[src/rtl/seq_divider_pkg.sv]
// Shared types and helpers for the sequential restoring divider.
// abs_val works on a sign-extended value of up to MAX_W bits; callers truncate the result.
package seq_divider_pkg;

    localparam int DEF_WIDTH = 32;
    localparam int MAX_W     = 64;

    typedef enum logic [1:0] {
        IDLE,
        CALC,
        FIX,
        DONE
    } state_t;

    // The magnitude of MIN_INT comes out as unsigned 2^(W-1) after truncation.
    function automatic logic [MAX_W-1:0] abs_val(input logic [MAX_W-1:0] value,
                                                 input logic             is_signed);
        return (is_signed && value[MAX_W-1]) ? (~value + 1'b1) : value;
    endfunction

endpackage

[src/rtl/seq_divider_div_step.sv]
// One radix-2 restoring step: shift in the next dividend bit, then trial-subtract the divisor.
module div_step #(
    parameter int WIDTH = 32
) (
    input  logic [WIDTH-1:0] rem,
    input  logic             dvd_msb,
    input  logic [WIDTH-1:0] divisor,
    output logic [WIDTH-1:0] next_rem,
    output logic             q_bit
);

    logic [WIDTH:0]   shifted;
    logic [WIDTH+1:0] diff;

    always_comb begin
        shifted = {rem, dvd_msb};
        diff    = {1'b0, shifted} - {2'b00, divisor};
        // On a borrow the top two bits are both set; with no borrow both are clear.
        q_bit    = ~(diff[WIDTH+1] | diff[WIDTH]);
        next_rem = q_bit ? diff[WIDTH-1:0] : shifted[WIDTH-1:0];
    end

endmodule

[src/rtl/seq_divider.sv]
// Multi-cycle signed/unsigned integer divider built around a single restoring step.
// Valid/ready on both sides; divide-by-zero and MIN_INT/-1 bypass the iteration.
module seq_divider
    import seq_divider_pkg::*;
#(
    parameter  int WIDTH = DEF_WIDTH,
    localparam int CNT_W = $clog2(WIDTH + 1)
) (
    input  logic             clk,
    input  logic             rst_n,
    input  logic             in_valid,
    output logic             in_ready,
    input  logic [WIDTH-1:0] a,
    input  logic [WIDTH-1:0] b,
    input  logic             is_signed,
    output logic             out_valid,
    input  logic             out_ready,
    output logic [WIDTH-1:0] Q,
    output logic [WIDTH-1:0] R,
    output logic             divByZero,
    output logic             overflow
);

    localparam logic [WIDTH-1:0] MIN_INT = {1'b1, {(WIDTH-1){1'b0}}};

    state_t           state_q, state_d;
    logic [CNT_W-1:0] cnt_q, cnt_d;
    logic [WIDTH-1:0] rem_q, rem_d;
    logic [WIDTH-1:0] dvd_q, dvd_d;
    logic [WIDTH-1:0] dvs_q, dvs_d;
    logic [WIDTH-1:0] quo_q, quo_d;
    logic [WIDTH-1:0] res_r_q, res_r_d;
    logic             neg_quo_q, neg_quo_d;
    logic             neg_rem_q, neg_rem_d;
    logic             dbz_q, dbz_d;
    logic             ovf_q, ovf_d;

    logic [MAX_W-1:0] a_ext, b_ext;
    logic [WIDTH-1:0] a_abs, b_abs;
    logic [WIDTH-1:0] step_rem;
    logic             step_bit;

    div_step #(.WIDTH(WIDTH)) u_step (
        .rem      (rem_q),
        .dvd_msb  (dvd_q[WIDTH-1]),
        .divisor  (dvs_q),
        .next_rem (step_rem),
        .q_bit    (step_bit)
    );

    always_comb begin
        a_ext = is_signed ? {{(MAX_W-WIDTH){a[WIDTH-1]}}, a} : {{(MAX_W-WIDTH){1'b0}}, a};
        b_ext = is_signed ? {{(MAX_W-WIDTH){b[WIDTH-1]}}, b} : {{(MAX_W-WIDTH){1'b0}}, b};
        a_abs = WIDTH'(abs_val(a_ext, is_signed));
        b_abs = WIDTH'(abs_val(b_ext, is_signed));
    end

    always_comb begin
        state_d   = state_q;
        cnt_d     = cnt_q;
        rem_d     = rem_q;
        dvd_d     = dvd_q;
        dvs_d     = dvs_q;
        quo_d     = quo_q;
        res_r_d   = res_r_q;
        neg_quo_d = neg_quo_q;
        neg_rem_d = neg_rem_q;
        dbz_d     = dbz_q;
        ovf_d     = ovf_q;
        unique case (state_q)
            IDLE: begin
                if (in_valid) begin
                    dbz_d = 1'b0;
                    ovf_d = 1'b0;
                    if (b == '0) begin
                        quo_d   = '1;
                        res_r_d = a;
                        dbz_d   = 1'b1;
                        state_d = DONE;
                    end else if (is_signed && a == MIN_INT && b == '1) begin
                        quo_d   = MIN_INT;
                        res_r_d = '0;
                        ovf_d   = 1'b1;
                        state_d = DONE;
                    end else begin
                        rem_d     = '0;
                        dvd_d     = a_abs;
                        dvs_d     = b_abs;
                        neg_quo_d = is_signed & (a[WIDTH-1] ^ b[WIDTH-1]);
                        neg_rem_d = is_signed & a[WIDTH-1];
                        cnt_d     = CNT_W'(WIDTH);
                        state_d   = CALC;
                    end
                end
            end
            CALC: begin
                // Quotient bits shift into the low end as dividend bits leave the top.
                rem_d = step_rem;
                dvd_d = {dvd_q[WIDTH-2:0], step_bit};
                cnt_d = cnt_q - CNT_W'(1);
                if (cnt_q == CNT_W'(1)) begin
                    state_d = FIX;
                end
            end
            FIX: begin
                quo_d   = neg_quo_q ? (~dvd_q + 1'b1) : dvd_q;
                res_r_d = neg_rem_q ? (~rem_q + 1'b1) : rem_q;
                state_d = DONE;
            end
            DONE: begin
                if (out_ready) begin
                    state_d = IDLE;
                end
            end
            default: state_d = IDLE;
        endcase
    end

    always_ff @(posedge clk or negedge rst_n) begin
        if (!rst_n) begin
            state_q   <= IDLE;
            cnt_q     <= '0;
            rem_q     <= '0;
            dvd_q     <= '0;
            dvs_q     <= '0;
            quo_q     <= '0;
            res_r_q   <= '0;
            neg_quo_q <= 1'b0;
            neg_rem_q <= 1'b0;
            dbz_q     <= 1'b0;
            ovf_q     <= 1'b0;
        end else begin
            state_q   <= state_d;
            cnt_q     <= cnt_d;
            rem_q     <= rem_d;
            dvd_q     <= dvd_d;
            dvs_q     <= dvs_d;
            quo_q     <= quo_d;
            res_r_q   <= res_r_d;
            neg_quo_q <= neg_quo_d;
            neg_rem_q <= neg_rem_d;
            dbz_q     <= dbz_d;
            ovf_q     <= ovf_d;
        end
    end

    assign in_ready  = (state_q == IDLE);
    assign out_valid = (state_q == DONE);
    assign Q         = quo_q;
    assign R         = res_r_q;
    assign divByZero = dbz_q;
    assign overflow  = ovf_q;

endmodule

[config.mk]
export PLATFORM = sky130hd
export DESIGN_NAME = seq_divider
export DESIGN_NICKNAME = d
export VERILOG_FILES = /design/src/rtl/seq_divider_pkg.sv /design/src/rtl/seq_divider_div_step.sv /design/src/rtl/seq_divider.sv
export SDC_FILE = /design/constraint.sdc
export NUM_CORES = 1
export LEC_CHECK = 0
export ABC_AREA = 1
export CORE_MARGIN = 2
export CORE_UTILIZATION = 51
export DETAILED_ROUTE_END_ITERATION = 6
export HOLD_SLACK_MARGIN = 0.15
export PLACE_DENSITY_LB_ADDON = 0.05
export RECOVER_POWER = 50
export SYNTH_ARGS = -nofsm -noshare
export SYNTH_HDL_FRONTEND = slang
export SYNTH_SLANG_ARGS = --single-unit
[constraint.sdc]
create_clock -name clk -period 2.4 [get_ports clk]
set_clock_uncertainty 0.05 [all_clocks]
set_input_delay 0.24 -clock clk [delete_from_list [all_inputs] [get_ports clk]]
set_output_delay 0.24 -clock clk [all_outputs]
set_load 0.005 [all_outputs]
# Word-level counts from Yosys, hierarchy flattened
# Index checks and enable logic that the tools add are counted.
[totals]
ff_bits = 172
output_inout_bits = 68
word_cells = 89
[classes]
n_addsub = 6
eq_ne = 12
muxes = 36
bitwise = 11
reduce_logical = 13
[op_table]
columns = ["cell", "count"]
rows = [
  ["2-to-1 mux 32 bit", 17],
  ["case mux 32 bit (2 select lines)", 4],
  ["adder 32 x 1 -> 32 bit (second input constant)", 4],
  ["2-to-1 mux 64 bit", 2],
  ["NOT 32 bit", 4],
  ["equality test 32 bit (second input constant)", 2],
  ["subtractor 33 x 32 -> 34 bit", 1],
  ["logical NOT 32 bit", 1],
  ["2-to-1 mux 6 bit", 3],
  ["case mux 6 bit (2 select lines)", 1],
  ["2-to-1 mux 2 bit", 5],
  ["!= test 2 bit (second input constant)", 4],
  ["case mux 2 bit (4 select lines)", 1],
  ["AND reduction 4 bit", 2],
  ["equality test 6 x 1 -> 1 bit (second input constant)", 1],
  ["AND reduction 3 bit", 2],
  ["subtractor 6 x 1 -> 6 bit (second input constant)", 1],
  ["equality test 2 bit (second input constant)", 2],
  ["logical AND 1 bit", 4],
  ["nonzero test 2 bit", 2],
  ["2-to-1 mux 1 bit", 3],
  ["!= test 3 x 1 -> 1 bit (second input constant)", 1],
  ["NOT 1 bit", 3],
  ["bitwise AND 1 bit", 2],
  ["6 further kinds", 6],
]

# Longest topological paths before layout
# Gate-level depths: netlist (run 1).
[depth]
word_depth = 8
depth_mapped = 19
ltp_nobuf = 18

# Modules after synthesis
# From an unflattened synthesis (run 1), not the netlist that was laid out.
[hier_totals]
hier_cells = 2487
area_unflattened_um2 = 15092.0
[modules_own_cells]
columns = ["mod", "n_inst", "cells_per_inst", "area_per_inst_um2", "seq_area_each_um2"]
rows = [
  ["seq_divider", 1, 1853, 12061.6, 4304.1],
  ["div_step", 1, 634, 3030.4, 0.0],
]

# Worst setup path after synthesis (run 1)
# No wires, ideal clock.
[synth_path]
path_kind = "register -> register"
startpoint = "reg dvd_q[31]"
endpoint = "reg rem_q[23]"
setup_ns = 0.117
arrival_ns = 2.213
t_required_ns = 2.233
slack_ns = 0.019
path_stages_with_launch = 20
path_buffers = 1
synth_period_minus_slack_ns = 2.381
path_cell_list = "dfrtp_1 -> inv_1 -> ha_1 -> inv_1 -> fa_1 -> nand2_1 -> nand2_1 -> nand3_1 -> nand2_1 -> nand2_1 -> nand2_2 -> nand2_2 -> nand2_2 -> nand2_4 -> nand2_2 -> nor2_8 -> buf_6 -> nand2_1 -> nand3_1 -> nand2_1"
[synth_between]
elab_chain_len = 4
[synth_rtl]
columns = ["item", "line_no", "text"]
rows = [
  ["start: declaration", "seq_divider.sv:29", "logic [WIDTH-1:0] dvd_q, dvd_d;"],
  ["start signal: assignment", "seq_divider.sv:136", "dvd_q <= dvd_d;"],
  ["subtractor 33 x 32 -> 34 bit (*)", "seq_divider_div_step.sv:17", "diff = {1'b0, shifted} - {2'b00, divisor};"],
  ["OR 1 bit", "seq_divider_div_step.sv:19", "q_bit = ~(diff[WIDTH+1] | diff[WIDTH]);"],
  ["2-to-1 mux 32 bit (*)", "seq_divider_div_step.sv:20", "next_rem = q_bit ? diff[WIDTH-1:0] : shifted[WIDTH-1:0];"],
  ["case mux 32 bit (2 select lines) (*)", "seq_divider.sv:70", "unique case (state_q)"],
  ["end signal: assignment", "seq_divider.sv:135", "rem_q <= rem_d;"],
  ["end: declaration", "seq_divider.sv:28", "logic [WIDTH-1:0] rem_q, rem_d;"],
]
# Mark *: on every way between the ends. The rest lies on a longest branch, timed or not.
# A chain may end at the register's enable or synchronous reset.

# Worst setup path in the final report (run 1)
[layout_path]
startpoint = "reg dvd_q[31]"
endpoint = "reg rem_q[24]"
# Same word-level chain as after synthesis.

==> results.txt, run 1 <==
----------------------------------------------------
[Outcome]
  Status ... complete, but fails checks
  Violated checks ... setup timing

[Final layout]
  Net total in the final layout ... 2589
  Share of post-route cells with drive strength above 1 ... 0.170
  Layout Area Growth over Synthesis ... 33.3%
  Number of antenna repair diodes ... 0
  Utilization after layout ... 0.696

[Synthesis]
  Fraction of the mapped netlist area in simple logic gates ... 0.380
  Synthesized area per cell ... 6.35 µm²
  Number of warnings reported in the yosys synthesis log ... 0
  Post-Syn Area ... around 14000 µm²
  Number of distinct library cells after synthesis ... 49
  Leading cell types by count after synthesis ... nand2_1 (650), nor2_1 (244), inv_1 (241)
  Fraction of synthesized area in multiplexers ... 0
  Sequential cell area fraction in the yosys report ... 0.315
  Area leader, netlist ... dfrtp_1
  Primary FF master, synth ... dfrtp_1
  Synth Net Count ... 2260
  Area contributors post-synth ... dfrtp_1 (32%), nand2_1 (18%), nand3_1 (6.9%)
  EDFF count, synth ... 0
  XOR/XNOR share of the synthesized area ... 0.0430
  Async set or reset register ratio after synthesis ... 1.00
  Portion of synthesized cell area occupied by the leading cell type ... 0.315
  Most common cell in the synthesized netlist ... nand2_1
  Instance count of the mapped netlist ... 2147
  Dominant combinational cell family by area after synthesis ... simple AND/OR/NAND/NOR gates
  Flip-flop and latch count after synthesis ... 172
  Arithmetic-cell share of the synthesized area counting full adders, half adders and majority gates ... 0.0409
  Compound-gate portion of the synthesized area ... 0.125

[Worst setup path]
  Worst setup EP type ... flip-flop
  Data arrival time of the worst path ... 2.73 ns
  Required time at the endpoint of the critical path ... 2.68 ns
  Kind of critical path ... reg2reg
  Startpoint of the lowest-slack register-to-register path ... dvd_q[31]
  Worst-case register-to-register setup slack ... -0.06 ns
  Worst-path fanout max ... 8
  Cells on worst reg2reg path ... 19
  Type of element launching the critical path ... flip-flop
  Capture instance of the worst register-to-register path ... rem_q[24]

[Timing]
  Minimum clock period ... 2.46 ns
  Hold Slack ... 0.428 ns
  Slew HR ... 0.115
  Worst slew pin tran ... 1.33 ns
  Total of endpoints with negative setup slack in the final report ... 14
  Pins over their slew limit ... 0
  Number of hold violations in the final report ... 0
  Max Fclk ... roughly 0.41 GHz
  Period Utilization, post-route ... 1.02
  RSZ-0062 raised after global routing ... true
  Post-route worst setup slack ... -0.0573 ns

[Detailed routing]
  Post-route antenna net violation count ... 0
  Starting DRT DRC Count ... 1256
  WL per Instance ... approximately 17 µm
  Detail-routed via count per cell ... 5.45
  DR pass1 iterations ... 5
  Remaining DRCs ... 0
  Via Count ... 15380
  Wire length after detailed routing ... approximately 47 mm

[Clock tree]
  Clock tree from TritonCTS ... done
  Buffer cell driving the clock tree root ... clkbuf_16
  Deepest level of the CTS H-tree ... 4
  Clock slew at reported path FFs ... about 0.07 ns
  CTS sink count ... 172
  Clock network latency to the later pin of the worst-skew pair ... ~0.45 ns
  Number of buffers inserted during clock tree synthesis ... 17
  Clock buffer depth ... 2

[Min path]
  Hold crit path type ... reg2reg
  Hold path start ... R[6]
  Worst Hold Depth ... 2
  End point of the worst hold path ... R[6]

[GRT]
  Remaining global-route overflow ... 0
  Global-route wire length before repair ... between 70 and 80 mm
  Number of antenna violations at the first check in global routing ... 0
  Number of global-route vias before repair ... 14554
  GRT Resource Usage Total ... 0.333
  Largest net degree at the start of global routing ... 55

[Pwr]
  PD cells ... 1030 nW/µm²
  Leak Pwr ... a little over 9 nW
  Worst voltage drop across the vdd grid ... 0.727 mV

[Placement]
  Port-buffer cells ... 136
  Weighted congestion reported at the end of routability-driven placement ... 0.959
  Final HPWL DP ... 37.1 mm
  Pre-CTS WS ... -0.250 ns

[Die]
  Overall die width ... 168 µm
  Core region area ... 26100 µm²
  Count of standard-cell rows ... 59
  Initial core utilization ... 0.522
  Die height ... 168 µm
  Boundary Pins ... 137
  Area of the die ... 28100 µm²

[Run]
  Max-cap viol count ... 0

----------------------------------------------------
## layout make-up
type | instances | area, µm²
clock buffers | 19 | 453
clock inverters | 13 | 136
fillers | 2329 | 7950
inverters | 258 | 968
multi-input cells | 1649 | 8510
flip-flops and latches | 172 | 4310
well taps | 335 | 419
repair buffers | 378 | 3400
## flip-flops by register name, summed over array words and instances (netlist names)
name and cells:
Q 32, R 32, dvd_q 32, dvs_q 32, rem_q 32, cnt_q 6, state_q 2, divByZero 1
neg_quo_q 1, neg_rem_q 1, overflow 1
## cell usage in the layout, fill, tap and decap left out, types with 27 or more instances in the layout
| master | count |
|---|---|
| a21oi_1 | 116 |
| dfrtp_1 | 171 |
| nand2_2 | 31 |
| nand3_1 | 173 |
| clkdlybuf4s50_1 | 119 |
| inv_1 | 233 |
| nor3_1 | 27 |
| buf_4 | 218 |
| nand4_1 | 43 |
| nand2_1 | 623 |
| xor2_1 | 47 |
| o21ai_0 | 142 |
| nor2_1 | 236 |
## how the worst max path moves through the flow
stage | startpoint | cells after the start | to
finish | dvd_q[31] | 19 | rem_q[24]
global route | dvd_q[31] | 19 | rem_q[24]
CTS | dvs_q[0] | 18 | rem_q[28]
detailed placement | a[0] | 15 | R[17]
global placement | a[0] | 15 | Q[30]
floorplan | dvd_q[31] | 19 | rem_q[23]
## through the flow
stage,area (µm²),setup TNS [ns],cells,power (W)
detailed placement,17100,-22.52,2785,0.0155
finish,18200,-0.391,2824,0.0188
global placement,17100,-16.67,2785,0.0153
floorplan,13600,0,2147,0.0111
global route,18200,-4.99,2824,0.0202
CTS,17700,-0.0616,2818,0.0184
## repair_timing
action / 4_1_cts / 5_1_grt
cloned: 0 / 4
hold buffers: 1 / 0
endpoints found under the hold margin: 98 / 0
buffers inserted: 0 / 2
setup endpoints to repair: 34 / 38
resized for setup: 20 / 89
pin swaps: 2 / 6
## logic make-up after synthesis
logic type / Yosys count
and+or+nand+nor: 1216
buffers and inverters: 326
AOI/OAI and AO/OA: 322
DFF: 172
xor gates and xnor gates: 67
adders and majority gates: 44
## per-layer routing
metal	track usage	vias to the layer above	wire [µm]
met3	0.0428	104	2800
li1	-	7593	-
met1	0.424	7097	19500
met2	0.570	586	22800
met5	0	-	0
met4	0.144	0	2050
## critical path, cell delays in order (launching register included)
cell and delay, ns:
dfrtp_1 0.40, inv_2 0.09, ha_4 0.14, inv_2 0.04, fa_2 0.36, nand2_2 0.08
nand2_2 0.07, nand3_2 0.08, nand2_2 0.07, nand2_2 0.08, nand2_2 0.07, nand2_4 0.09
nand2_4 0.05, nand2_4 0.09, nand2_4 0.07, nor2_8 0.16, buf_12 0.15, nand2_1 0.08
nand3_2 0.08, nand2_1 0.06
## power by group
| group | internal, W | switching, W | total [W] |
|---|---|---|---|
| clock network | 0.00145 | 0.00139 | 0.00284 |
| registers | 0.00400 | 0.000774 | 0.00477 |
| logic | 0.00452 | 0.00664 | 0.0112 |
Note: power is estimated with default switching activity, not from simulation.
==> run 2: changes to the inputs <==
PLACE_DENSITY_LB_ADDON = 0.25   (was 0.05)
==> results.txt, run 2 (synthesis results as in run 1) <==
----------------------------------------------------
[GRT]
  Remaining global-route overflow ... 0
  Global-route wire length before repair ... 79.2 mm
  GRT Resource Usage Total ... 0.360
  Number of global-route vias before repair ... 15169
  Largest net degree at the start of global routing ... 66
  Number of antenna violations at the first check in global routing ... 0

[Final layout]
  Net total in the final layout ... 2636
  Number of antenna repair diodes ... 0
  Leading cell types in the layout, fill and taps excluded ... nand2_1 (612), buf_4 (259), inv_1 (231)
  Share of post-route cells with drive strength above 1 ... 0.185
  Most frequent standard cell in the layout excluding fill and tap cells ... nand2_1
  Post-route standard cell area excluding fillers ... between 15000 and 20000 µm²
  Layout Area Growth over Synthesis ... 35.8%
  Fillcell total ... 2177

[Worst setup path]
  Required time at the endpoint of the critical path ... about 2.7 ns
  Startpoint of the lowest-slack register-to-register path ... dvd_q[31]
  Slowest library cell on the worst path ... dfrtp_1
  Largest delay contributor family on the critical path ... simple AND/OR/NAND/NOR gates
  Data arrival time of the worst path ... 2.87 ns
  Worst-path fanout max ... 8
  Cells along the critical path ... inv_2 -> ha_4 -> inv_2 -> fa_2 -> nand2_1 -> nand2_2 -> nand3_2 -> nand2_2 -> nand2_2 -> nand2_2 -> nand2_2 -> nand2_2 -> nand2_4 -> nand3_4 -> buf_12 -> nand2_2 -> nand3_2 -> nand2_1
  Cell repeated most along the worst path ... nand2_2
  Kind of critical path ... reg2reg
  Type of element launching the critical path ... flip-flop
  Worst-case register-to-register setup slack ... -0.15 ns
  Cells on worst reg2reg path ... 18
  Capture instance of the worst register-to-register path ... rem_q[20]
  Worst setup EP type ... flip-flop
  Worst Path Buf+Inv ... 3
  Max incr delay on CP ... 0.40 ns

[Clock tree]
  Number of buffers inserted during clock tree synthesis ... 17
  Clock buffer depth ... 2
  CTS sink count ... between 150 and 200
  Buffer cell driving the clock tree root ... clkbuf_16
  Clock tree from TritonCTS ... done
  Clock network latency to the later pin of the worst-skew pair ... 0.44 ns
  Clock slew at reported path FFs ... 0.08 ns
  Deepest level of the CTS H-tree ... 4

[Die]
  Count of standard-cell rows ... ~60
  Core region area ... 26100 µm²
  Area of the die ... between 20000 and 30000 µm²
  Initial core utilization ... 0.522
  Die height ... 168 µm
  Overall die width ... 168 µm
  Boundary Pins ... 137

[Detailed routing]
  Wire length after detailed routing ... 51.1 mm
  Via Count ... about 16000
  Post-route antenna net violation count ... 0
  Detail-routed via count per cell ... 5.60
  Remaining DRCs ... 0
  WL per Instance ... 17.8 µm
  DR pass1 iterations ... 5
  Starting DRT DRC Count ... 1640

[Pwr]
  Worst voltage drop across the vdd grid ... 0.678 mV
  Leak Pwr ... about 9.5 nW
  PD cells ... 1050 nW/µm²

[Run]
  Max-cap viol count ... 1

[Placement]
  Final HPWL DP ... between 30 and 40 mm
  Pre-CTS WS ... -0.354 ns
  Weighted congestion reported at the end of routability-driven placement ... 0.982
  Cell area reported after detailed placement ... 17400 µm²
  Port-buffer cells ... 136

[Timing]
  Hold Slack ... ~0.44 ns
  Number of hold violations in the final report ... 0
  Total of endpoints with negative setup slack in the final report ... 33
  Post-route worst setup slack ... -0.148 ns
  Pins over their slew limit ... 65
  Minimum clock period ... ~2.5 ns
  Slew HR ... -0.153
  Max Fclk ... between 0.3 and 0.4 GHz
  Worst slew pin tran ... 1.73 ns
  Period Utilization, post-route ... 1.06
  RSZ-0062 raised after global routing ... true

[Min path]
  Worst Hold Depth ... 2
  End point of the worst hold path ... R[0]
  Hold crit path type ... reg2reg
  Hold path start ... R[0]

[Outcome]
  Violated checks ... capacitance limit, slew limit, setup timing
  Status ... complete, but fails checks

----------------------------------------------------
[run 2: changes by cell type in the layout (fill, tap and decap cells not counted), sizes merged]
cell / delta
buf: +43
clkinvlp: +3
nor2: +3
inv: -2
bufinv: +1
clkbuf: -1
[run 2: through the flow]
step	power (W)	util	TNS, ns	std cells
floorplan	0.0111	-	0	2147
global placement	0.0158	0.664	-38.53	2828
detailed placement	0.0161	0.664	-42.19	2828
CTS	0.0191	0.694	-0.00753	2865
global route	0.0209	0.709	-10.10	2871
finish	0.0195	0.709	-2.40	2871
[run 2: worst max path at each step]
| stage | from | endpoint | cells past startpoint |
|---|---|---|---|
| 5_1_grt | dvd_q[31] | rem_q[1] | 18 |
| 3_5_place_dp | a[0] | Q[24] | 13 |
| 4_1_cts | dvd_q[31] | rem_q[20] | 18 |
| 6_report | dvd_q[31] | rem_q[20] | 18 |
| 2_1_floorplan | dvd_q[31] | rem_q[23] | 19 |
| 3_3_place_gp | a[1] | R[26] | 14 |
[run 2: layout make-up]
type / instances / area, µm² / area share
clock buffer: 17 / 425 / 0.0230
sequential: 172 / 4300 / 0.232
multi-input combinational: 1652 / 8470 / 0.457
inverter: 258 / 975 / 0.0526
timing repair buffer: 422 / 3750 / 0.203
clock inverter: 15 / 174 / 0.00939
tap: 335 / 419 / 0.0226
[run 2: metal layers]
metal,track usage,wire length [µm],up-vias
met5,0,0,-
met4,0.180,2880,0
met3,0.0477,3690,170
met2,0.600,23800,737
met1,0.462,20800,7466
li1,-,-,7703
[run 2: worst register-to-register path: stages, from the launching register on]
cell     delay [ns]
dfrtp_1        0.40
inv_2          0.09
ha_4           0.15
inv_2          0.05
fa_2           0.35
nand2_1        0.08
nand2_2        0.07
nand3_2        0.08
nand2_2        0.07
nand2_2        0.09
nand2_2        0.06
nand2_2        0.08
nand2_2        0.07
nand2_4        0.12
nand3_4        0.18
buf_12         0.21
nand2_2        0.07
nand3_2        0.09
nand2_1        0.11
[run 2: power breakdown]
group / internal [W] / total, W / switching (W) / leakage (nW)
clock network: 0.00149 / 0.00288 / 0.00139 / 0.290
logic: 0.00493 / 0.0119 / 0.00693 / 7.02
registers: 0.00399 / 0.00478 / 0.000789 / 2.19
total: 0.0104 / 0.0195 / 0.00911 / 9.50
[run 2: what timing repair did]
item	CTS	global route
pin swaps	5	45
gates resized for setup	23	97
buffers inserted	1	3
endpoints found under the hold margin	61	0
setup endpoints to repair	33	64
gates cloned	3	3
hold buffers	1	0
